<file path="config.mk">
export PLATFORM = sky130hd
export DESIGN_NAME = mem_arbiter
export DESIGN_NICKNAME = d
export VERILOG_FILES = /design/src/rtl/mem_arbiter.sv
export SDC_FILE = /design/constraint.sdc
export NUM_CORES = 1
export LEC_CHECK = 0
export ABC_CLOCK_PERIOD_IN_PS = 1750
export BUFFER_PORTS_ARGS = -buffer_cell sky130_fd_sc_hd__buf_2
export CORE_MARGIN = 1
export CORE_UTILIZATION = 49
export DETAILED_ROUTE_END_ITERATION = 10
export PLACE_DENSITY = 0.92
export SLEW_MARGIN = 20
export SYNTH_ARGS = -nofsm -noshare
export SYNTH_HDL_FRONTEND = slang
export SYNTH_SLANG_ARGS = --single-unit
</file>
<file path="constraint.sdc">
create_clock -name clk -period 1.75 [get_ports clk]
set_input_delay 0.175 -clock clk [delete_from_list [all_inputs] [get_ports clk]]
set_output_delay 0.175 -clock clk [all_outputs]
set_load 0.01 [all_outputs]
</file>
<file path="src/rtl/mem_arbiter.sv">
`timescale 1ns/1ps
// Two-requester arbiter sharing one synchronous memory port between the core and the
// loader/DMA port; accesses are serialised with round-robin tie-breaking.
module mem_arbiter #(
    parameter int AW      = 32,
    parameter int DW      = 32,
    parameter int MEM_LAT = 1
) (
    input  logic          clk,
    input  logic          reset,
    input  logic          core_req,
    input  logic          core_we,
    input  logic [AW-1:0] core_adr,
    input  logic [DW-1:0] core_wd,
    output logic          core_ack,
    output logic [DW-1:0] core_rd,
    input  logic          dma_req,
    input  logic          dma_we,
    input  logic [AW-1:0] dma_adr,
    input  logic [DW-1:0] dma_wd,
    output logic          dma_ack,
    output logic [DW-1:0] dma_rd,
    output logic          mem_en,
    output logic          mem_we,
    output logic [AW-1:0] mem_adr,
    output logic [DW-1:0] mem_wd,
    input  logic [DW-1:0] mem_rd,
    output logic          busy
);

    localparam int            CW       = (MEM_LAT > 1) ? $clog2(MEM_LAT) : 1;
    localparam logic [CW-1:0] CNT_LOAD = CW'(MEM_LAT - 1);

    typedef enum logic [1:0] {IDLE, ACCESS, CAPTURE, ACK} state_t;

    state_t        state;
    logic          owner;
    logic          last;
    logic [CW-1:0] cnt;
    logic [DW-1:0] rdata;
    logic [DW-1:0] core_rd_q;
    logic [DW-1:0] dma_rd_q;
    logic          pick_dma;

    // owner/last: 1 = dma, 0 = core. On a tie the requester not served last wins.
    assign pick_dma = dma_req && (!core_req || !last);

    // During the ack cycle the owner sees the freshly captured word; otherwise each
    // port keeps showing the last word it was handed.
    assign core_rd = core_ack ? rdata : core_rd_q;
    assign dma_rd  = dma_ack  ? rdata : dma_rd_q;

    always_ff @(posedge clk) begin
        if (reset) begin
            state     <= IDLE;
            owner     <= 1'b0;
            last      <= 1'b1;
            cnt       <= '0;
            rdata     <= '0;
            core_rd_q <= '0;
            dma_rd_q  <= '0;
            core_ack  <= 1'b0;
            dma_ack   <= 1'b0;
            mem_en    <= 1'b0;
            mem_we    <= 1'b0;
            mem_adr   <= '0;
            mem_wd    <= '0;
            busy      <= 1'b0;
        end else begin
            core_ack <= 1'b0;
            dma_ack  <= 1'b0;
            mem_en   <= 1'b0;
            mem_we   <= 1'b0;
            case (state)
                IDLE: begin
                    if (core_req || dma_req) begin
                        owner   <= pick_dma;
                        last    <= pick_dma;
                        mem_en  <= 1'b1;
                        mem_we  <= pick_dma ? dma_we  : core_we;
                        mem_adr <= pick_dma ? dma_adr : core_adr;
                        mem_wd  <= pick_dma ? dma_wd  : core_wd;
                        cnt     <= CNT_LOAD;
                        busy    <= 1'b1;
                        state   <= ACCESS;
                    end
                end
                ACCESS: begin
                    if (cnt == '0) begin
                        state <= CAPTURE;
                    end else begin
                        cnt <= cnt - CW'(1);
                    end
                end
                CAPTURE: begin
                    // Writes capture too, so every access has the same ack latency.
                    rdata    <= mem_rd;
                    core_ack <= !owner;
                    dma_ack  <= owner;
                    state    <= ACK;
                end
                ACK: begin
                    if (owner) begin
                        dma_rd_q <= rdata;
                    end else begin
                        core_rd_q <= rdata;
                    end
                    busy  <= 1'b0;
                    state <= IDLE;
                end
                default: state <= IDLE;
            endcase
        end
    end

endmodule
</file>
==> results of run 1 <==
registers in the layout, summed over array words and instances, names as in the netlist, 2 cells and up:
register   cells
core_rd_q     32
state          2
rdata         32
dma_rd_q      32
mem_adr       32
mem_wd        32
tightest hold or removal path, delay by kind of cell:
family	cells	cell delay [ns]
buffers and inverters	1	0.10
and+or+nand+nor	1	0.06
AOI/OAI and AO/OA	1	0.06
Yosys cell counts:
cell,instances
buf_4,8
and3b_1,1
a21bo_1,1
or2_2,1
nor3_1,2
a311oi_1,1
a21oi_1,80
nor2b_1,2
dfxtp_1,169
or2_1,1
a21boi_2,1
ha_1,4
and2_1,1
inv_1,2
buf_2,27
mux2_2,50
a21oi_2,50
mux2i_1,33
a22oi_1,1
buf_1,6
o21ai_2,1
or3b_1,1
mux2_1,15
clkbuf_1,27
a211oi_1,15
buf_12,5
a31oi_1,1
nor2_1,99
o21a_1,1
nor3b_1,1
nand2_1,193
nand2b_1,1
a211oi_2,50
buf_6,1
layer usage:
| layer | vias to the layer above | global-route usage | share of wire |
|---|---|---|---|
| li1 | 3585 | - | - |
| met1 | 3633 | 0.325 | 0.39 |
| met2 | 363 | 0.509 | 0.50 |
| met3 | 95 | 0.0776 | 0.065 |
| met4 | 2 | 0.152 | 0.039 |
| met5 | - | 0 | 0.00069 |
power breakdown:
| group | switching [W] | internal, W | leakage [nW] |
|---|---|---|---|
| Sequential | 0.000582 | 0.00466 | 1.38 |
| Clock | 0.00179 | 0.00190 | 0.278 |
| Combinational | 0.00336 | 0.00257 | 3.13 |
| Total | 0.00573 | 0.00914 | 4.79 |
worst paths after layout:
kind                                    from                          to  slack (ns)  depth (start not counted)
setup / recovery         core_ack$_SDFF_PP0_                 core_rd[19]        0.04                          3
setup reg to reg       state[0]$_SDFFE_PP0P_     mem_wd[29]$_SDFFE_PP0P_        0.09                          7
hold / removal                   core_wd[28]     mem_wd[28]$_SDFFE_PP0P_       0.008                          3
hold reg to reg   core_rd_q[13]$_SDFFE_PP0P_  core_rd_q[13]$_SDFFE_PP0P_        0.45                          2
logic make-up after synthesis:
kind of cell / count (synthesis)
flops: 169
compound gates: 202
mux: 98
fa+ha+maj: 4
buf+inv: 76
simple gates: 303
metrics by stage:
stage | cell area [um2] | setup slack [ns] | utilization | hold slack [ns]
5_1_grt | 10800 | 0.00274 | 0.706 | -0.00568
3_3_place_gp | 9480 | 0.179 | 0.619 | 0.407
2_1_floorplan | 7740 | 0.160 | - | 0.316
3_5_place_dp | 9480 | 0.108 | 0.619 | 0.416
4_1_cts | 10700 | 0.0105 | 0.699 | 0.000766
6_report | 10800 | 0.0430 | 0.706 | 0.00767
cell type report:
type,count,area (um2)
inverter,2,7.51
clock inverter,15,154
timing repair buffer,398,2630
multi-input combinational,607,3940
sequential,169,3390
fill,1065,4500
clock buffer,17,425
tap,211,264
repair_timing:
item | 4_1_cts | 5_1_grt
buffers inserted | 0 | 4
hold buffers | 64 | 0
gates resized for setup | 0 | 6
setup endpoints to repair | 0 | 29
endpoints found under the hold margin | 64 | 0
==> qor.txt, run 1 <==
largest cells by area after synthesis = dfxtp_1 (44%), nand2_1 (9.4%), a211oi_2 (8.1%), mux2_2 (7.3%), a21oi_2 (5.7%)
Pwr per Cell Area = 1370 nW/um2
Compound-Gate Fraction of Synth Area = 0.211
fin nets = 1365
post-route clock period utilization = 0.975
die area = 16300 um2
Mapped Cells = 852
CTS tree = built
grt ovf = 0
Worst-path clk slew = 0.07 ns
gr usage total = 0.291
WL final = 24.6 mm
WL/cell = 17.3 um
Syn Std Cell Area = 7740 um2
CTS Buffer Depth = 2
First DRT Iteration DRCs = 589
critical path's slowest cell = dfxtp_4
leading area contributor after synthesis = dfxtp_1
GPL Wtd Cong = 0.920
Setup TNS Final = 0 ns
CP delay by family, top = flip-flops
antenna violations before repair = 1
area grow syn2layout = 39.7%
Max Cap Violations = 0
Worst Hold Class = in -> reg
crit-path cells = buf_12 -> mux2_2 -> buf_2
Yosys reg bits = 169
crit-path max FO = 17
CTS Buf Count = 17
first-pass GRT wire length = 37.2 mm
IO Pins = 299
Worst setup EP type = primary output
ANT cells = 0
clock sink count = 169
CTS root buffer = clkbuf_16
commonest non-fill, non-tap cell in the layout = buf_2
non-filler cells, final = 1419
fmax = 0.586 GHz
placed cells = 1316
fin. max-slew vios = 0
Port Buf Inserts = 298
CP Class = reg -> out
maximum number of pins on one net before global-route repair = 66
Yosys warning total = 0
drt drc = 0
# rows = 45
vias post-DR = 7678
# H-tree levels = 4
final hold violations = 0
min Tclk post-route = 1.71 ns
CP Data Arrival Time = 1.53 ns
most frequent cells in the layout = buf_2 (297), nand2_1 (193), dfxtp_1 (167), nor2_1 (99), a21oi_1 (80)
Core ar. = 15300 um2
RSZ-0062 raised after global routing = false
Post-Syn Nets = 1022
Pleak = 4.79 nW
relative slew slack = 0.661
die width = 128 um
Yosys cell types = 34
slew of the pin with the lowest slew margin = 0.509 ns
Die Ht = 128 um
largest family of logic cells by synthesized area = compound AO/OA/AOI/OAI gates
DRT Pass-1 Iters = 5
XOR/XNOR Fraction of Synth Area = 0
Starting Density = 0.505
Skew-Pair Late Insertion Delay = 0.43 ns
Max stage delay on crit path = 0.40 ns
CP required = 1.57 ns
syn avg cell area = 9.08 um2
post-synth top area share = 0.437
crit start category = register
VDD IR max = 1270 uV
WP buf/inv = 2
status = completed
vias in the first global route = 7593
hpwl dp = 14.9 mm
Vias/cell = 5.41
Clock Skews = 0.0106 ns
Final setup viols = 0
Post-Synth Adder-Cell Area = 0.00647
fraction of synthesized area in multiplexers = 0.137
Total Power = 0.0149 W
Synth Area in Simple Gates = 0.151
sequential cell area fraction in the yosys report = 0.437
Final ANT Viol Nets = 0
fraction of layout cells with a size suffix above 1 = 0.435
Note: power is estimated with default switching activity, not from simulation.
==> run 2: changes to the inputs <==
CORE_UTILIZATION = 35   (was 49)
PLACE_DENSITY = 0.73   (was 0.92)
==> run 2 against run 1 <==
Against the previous run:
- global-route usage fell by 8.8 points
- fmax increased by 1.1%
- worst setup slack better by 0.018 ns
- worst hold slack better by 0.0068 ns
- final area increased by 1.9%
- combinational power fell by 4.0%
- flip-flop and latch count unchanged
- die area up 39%
- sequential share of layout area down 0.56 points
- clock-buffer cell count increased by 1
- wire length fell by 2.6%
- critical path type unchanged
- largest power group unchanged
==> qor.txt, run 2 (synthesis gave the netlist of run 1 again) <==
maximum number of pins on one net before global-route repair = 65 (-1.5%)
# H-tree levels = 4 (unchanged)
hpwl dp = 15.1 mm (+1.3%)
crit start category = register
slew of the pin with the lowest slew margin = 0.620 ns (+0.112 ns)
fin nets = 1377 (+0.88%)
status = completed
multi-input gate area in the final layout = 3940 um2 (about the same)
commonest non-fill, non-tap cell in the layout = buf_2
Pint = 0.00899 W (-1.5%)
ANT cells = 0 (unchanged)
post-route clock period utilization = 0.965 (-0.0102)
# rows = 54 (+20%)
CTS root buffer = clkbuf_16
Port Buf Inserts = 298 (unchanged)
total of fill cells in the finished design = 1994 (+87%)
CP Class = reg -> out
final hold violations = 0 (unchanged)
Pleak = 4.83 nW (+0.89%)
Clk network pwr share = 0.246 (-0.002)
CTS Buf Count = 17 (unchanged)
min Tclk post-route = 1.69 ns (-0.0179 ns)
CTS Buffer Depth = 2 (unchanged)
combinational power share = 0.394 (-0.005)
clock sink count = 169 (unchanged)
relative slew slack = 0.586 (-0.0746)
die area = 22700 um2 (+39%)
Pwr per Cell Area = 1310 nW/um2 (-4.4%)
Worst setup EP type = primary output
Setup TNS Final = 0 ns (unchanged)
fin. max-slew vios = 0 (unchanged)
crit path launch = core_ack$_SDFF_PP0_
Vias/cell = 4.93 (-8.9%)
GPL Wtd Cong = 0.891 (-3.1%)
Worst Hold Class = in -> reg
crit-path cells = buf_12 -> mux2_1 -> buf_2
reg2reg path depth = 7 (unchanged)
fmax = 0.592 GHz (+1.1%)
area grow syn2layout = 42.4%
drt drc = 0 (unchanged)
crit-path max FO = 17 (unchanged)
CP required = 1.57 ns (about the same)
Starting Density = 0.356 (-0.150)
vias post-DR = 7390 (-3.8%)
Max Cap Violations = 0 (unchanged)
IO Pins = 299 (unchanged)
sequential power share = 0.360 (+0.008)
critical path's slowest cell = dfxtp_4
RSZ-0062 raised after global routing = false
Skew-Pair Late Insertion Delay = 0.43 ns (about the same)
WL/cell = 16.0 um (-7.8%)
DRT Pass-1 Iters = 5 (unchanged)
fraction of layout cells with a size suffix above 1 = 0.425 (-0.0105)
final core occ = 0.506 (-0.200)
VDD IR max = 903 uV (-29%)
Crit path depth = 3 (unchanged)
Net Sw Frac = 0.379 (-0.00678)
grt ovf = 0 (unchanged)
Worst-path clk slew = 0.07 ns (about the same)
Max stage delay on crit path = 0.39 ns (about the same)
CP delay by family, top = flip-flops
Core ar. = 21800 um2 (+42%)
reg-to-reg setup timing slack = 0.11 ns (+0.02 ns)
CTS tree = built
Final ANT Viol Nets = 0 (unchanged)
Reg area = 3390 um2 (about the same)
reg2reg end = mem_wd[14]$_SDFFE_PP0P_
die width = 151 um (+18%)
Final setup viols = 0 (unchanged)
Clock Skews = 0.0126 ns (+0.00195 ns)
Worst setup endpoint = core_rd[7]
antenna violations before repair = 0 (-1)
WL final = 23.9 mm (-2.6%)
Die Ht = 151 um (+18%)
Sw Pwr = 0.00548 W (-4.3%)
Critical R2R Launch = state[0]$_SDFFE_PP0P_
gr usage total = 0.203 (-0.0883)
First DRT Iteration DRCs = 393 (-33%)
most frequent cells in the layout = buf_2 (297), nand2_1 (193), dfxtp_1 (167), nor2_1 (99), dlygate4sd3_1 (81)
vias in the first global route = 7368 (-3.0%)
WP buf/inv = 2 (unchanged)
CP Data Arrival Time = 1.51 ns (-0.02 ns)
first-pass GRT wire length = 36.1 mm (-2.8%)
## run 2: cell count changes in the layout (fill, tap and decap cells not counted), sizes merged
cell and delta:
clkinvlp -1, dlygate4sd3 +17, inv -1, clkbuf +2, buf -6
## run 2: worst min-delay path by stage
stage / from / to / slack (ns) / cells after the start
finish: mem_rd[26] / rdata[26]$_SDFFE_PP0N_ / 0.01 / 3
global route: mem_rd[26] / rdata[26]$_SDFFE_PP0N_ / 0.007 / 3
CTS: mem_rd[8] / rdata[8]$_SDFFE_PP0N_ / 0.002 / 3
detailed placement: mem_rd[3] / rdata[3]$_SDFFE_PP0N_ / 0.42 / 3
global placement: mem_rd[30] / rdata[30]$_SDFFE_PP0N_ / 0.41 / 3
floorplan: core_wd[14] / mem_wd[14]$_SDFFE_PP0P_ / 0.32 / 2
## run 2: power by group through the flow
stage                     Combinational, W  Clock [W]  Sequential (W)
after floorplan                    0.00345          0         0.00546
after global placement             0.00531          0         0.00526
after detailed placement           0.00543          0         0.00526
after CTS                          0.00558    0.00366         0.00520
after global routing               0.00620    0.00383         0.00532
final                              0.00570    0.00356         0.00521
## run 2: final cells by class
class,instances,share of cell area
multi-input cells,607,0.358
well taps,280,0.0318
clock inverters,13,0.0104
repair buffers,410,0.252
flip-flops and latches,169,0.308
inverters,2,0.000681
clock buffers,18,0.0390
## run 2: through the flow
stage | hold slack [ns] | area (um2) | setup slack (ns) | instances | total power (W)
3_3_place_gp | 0.406 | 9580 | 0.184 | 1384 | 0.0106
6_report | 0.0145 | 11000 | 0.0609 | 1499 | 0.0145
4_1_cts | 0.00236 | 10900 | 0.00475 | 1495 | 0.0144
2_1_floorplan | 0.316 | 7740 | 0.160 | 852 | 0.00891
5_1_grt | 0.00685 | 11000 | 0.00329 | 1499 | 0.0153
3_5_place_dp | 0.418 | 9580 | 0.122 | 1384 | 0.0107
## run 2: repair_timing
item,in CTS,in global routing
gates resized for setup,1,4
hold buffers,80,1
buffers inserted,0,0
endpoints found under the hold margin,80,1
gates cloned,0,3
setup endpoints to repair,1,50
## run 2: worst reg2reg max path, cell delays in order, from the launching register on
cell and delay (ns):
dfxtp_1 0.39, inv_1 0.08, ha_1 0.23, buf_4 0.16
o21ai_4 0.08, buf_4 0.30, a21oi_1 0.08, a211oi_1 0.23
## run 2: routing by layer
metal | part of all wire | GRT usage
met4 | 0.027 | 0.0890
met3 | 0.056 | 0.0518
met5 | 0 | 0
met2 | 0.50 | 0.347
met1 | 0.42 | 0.239
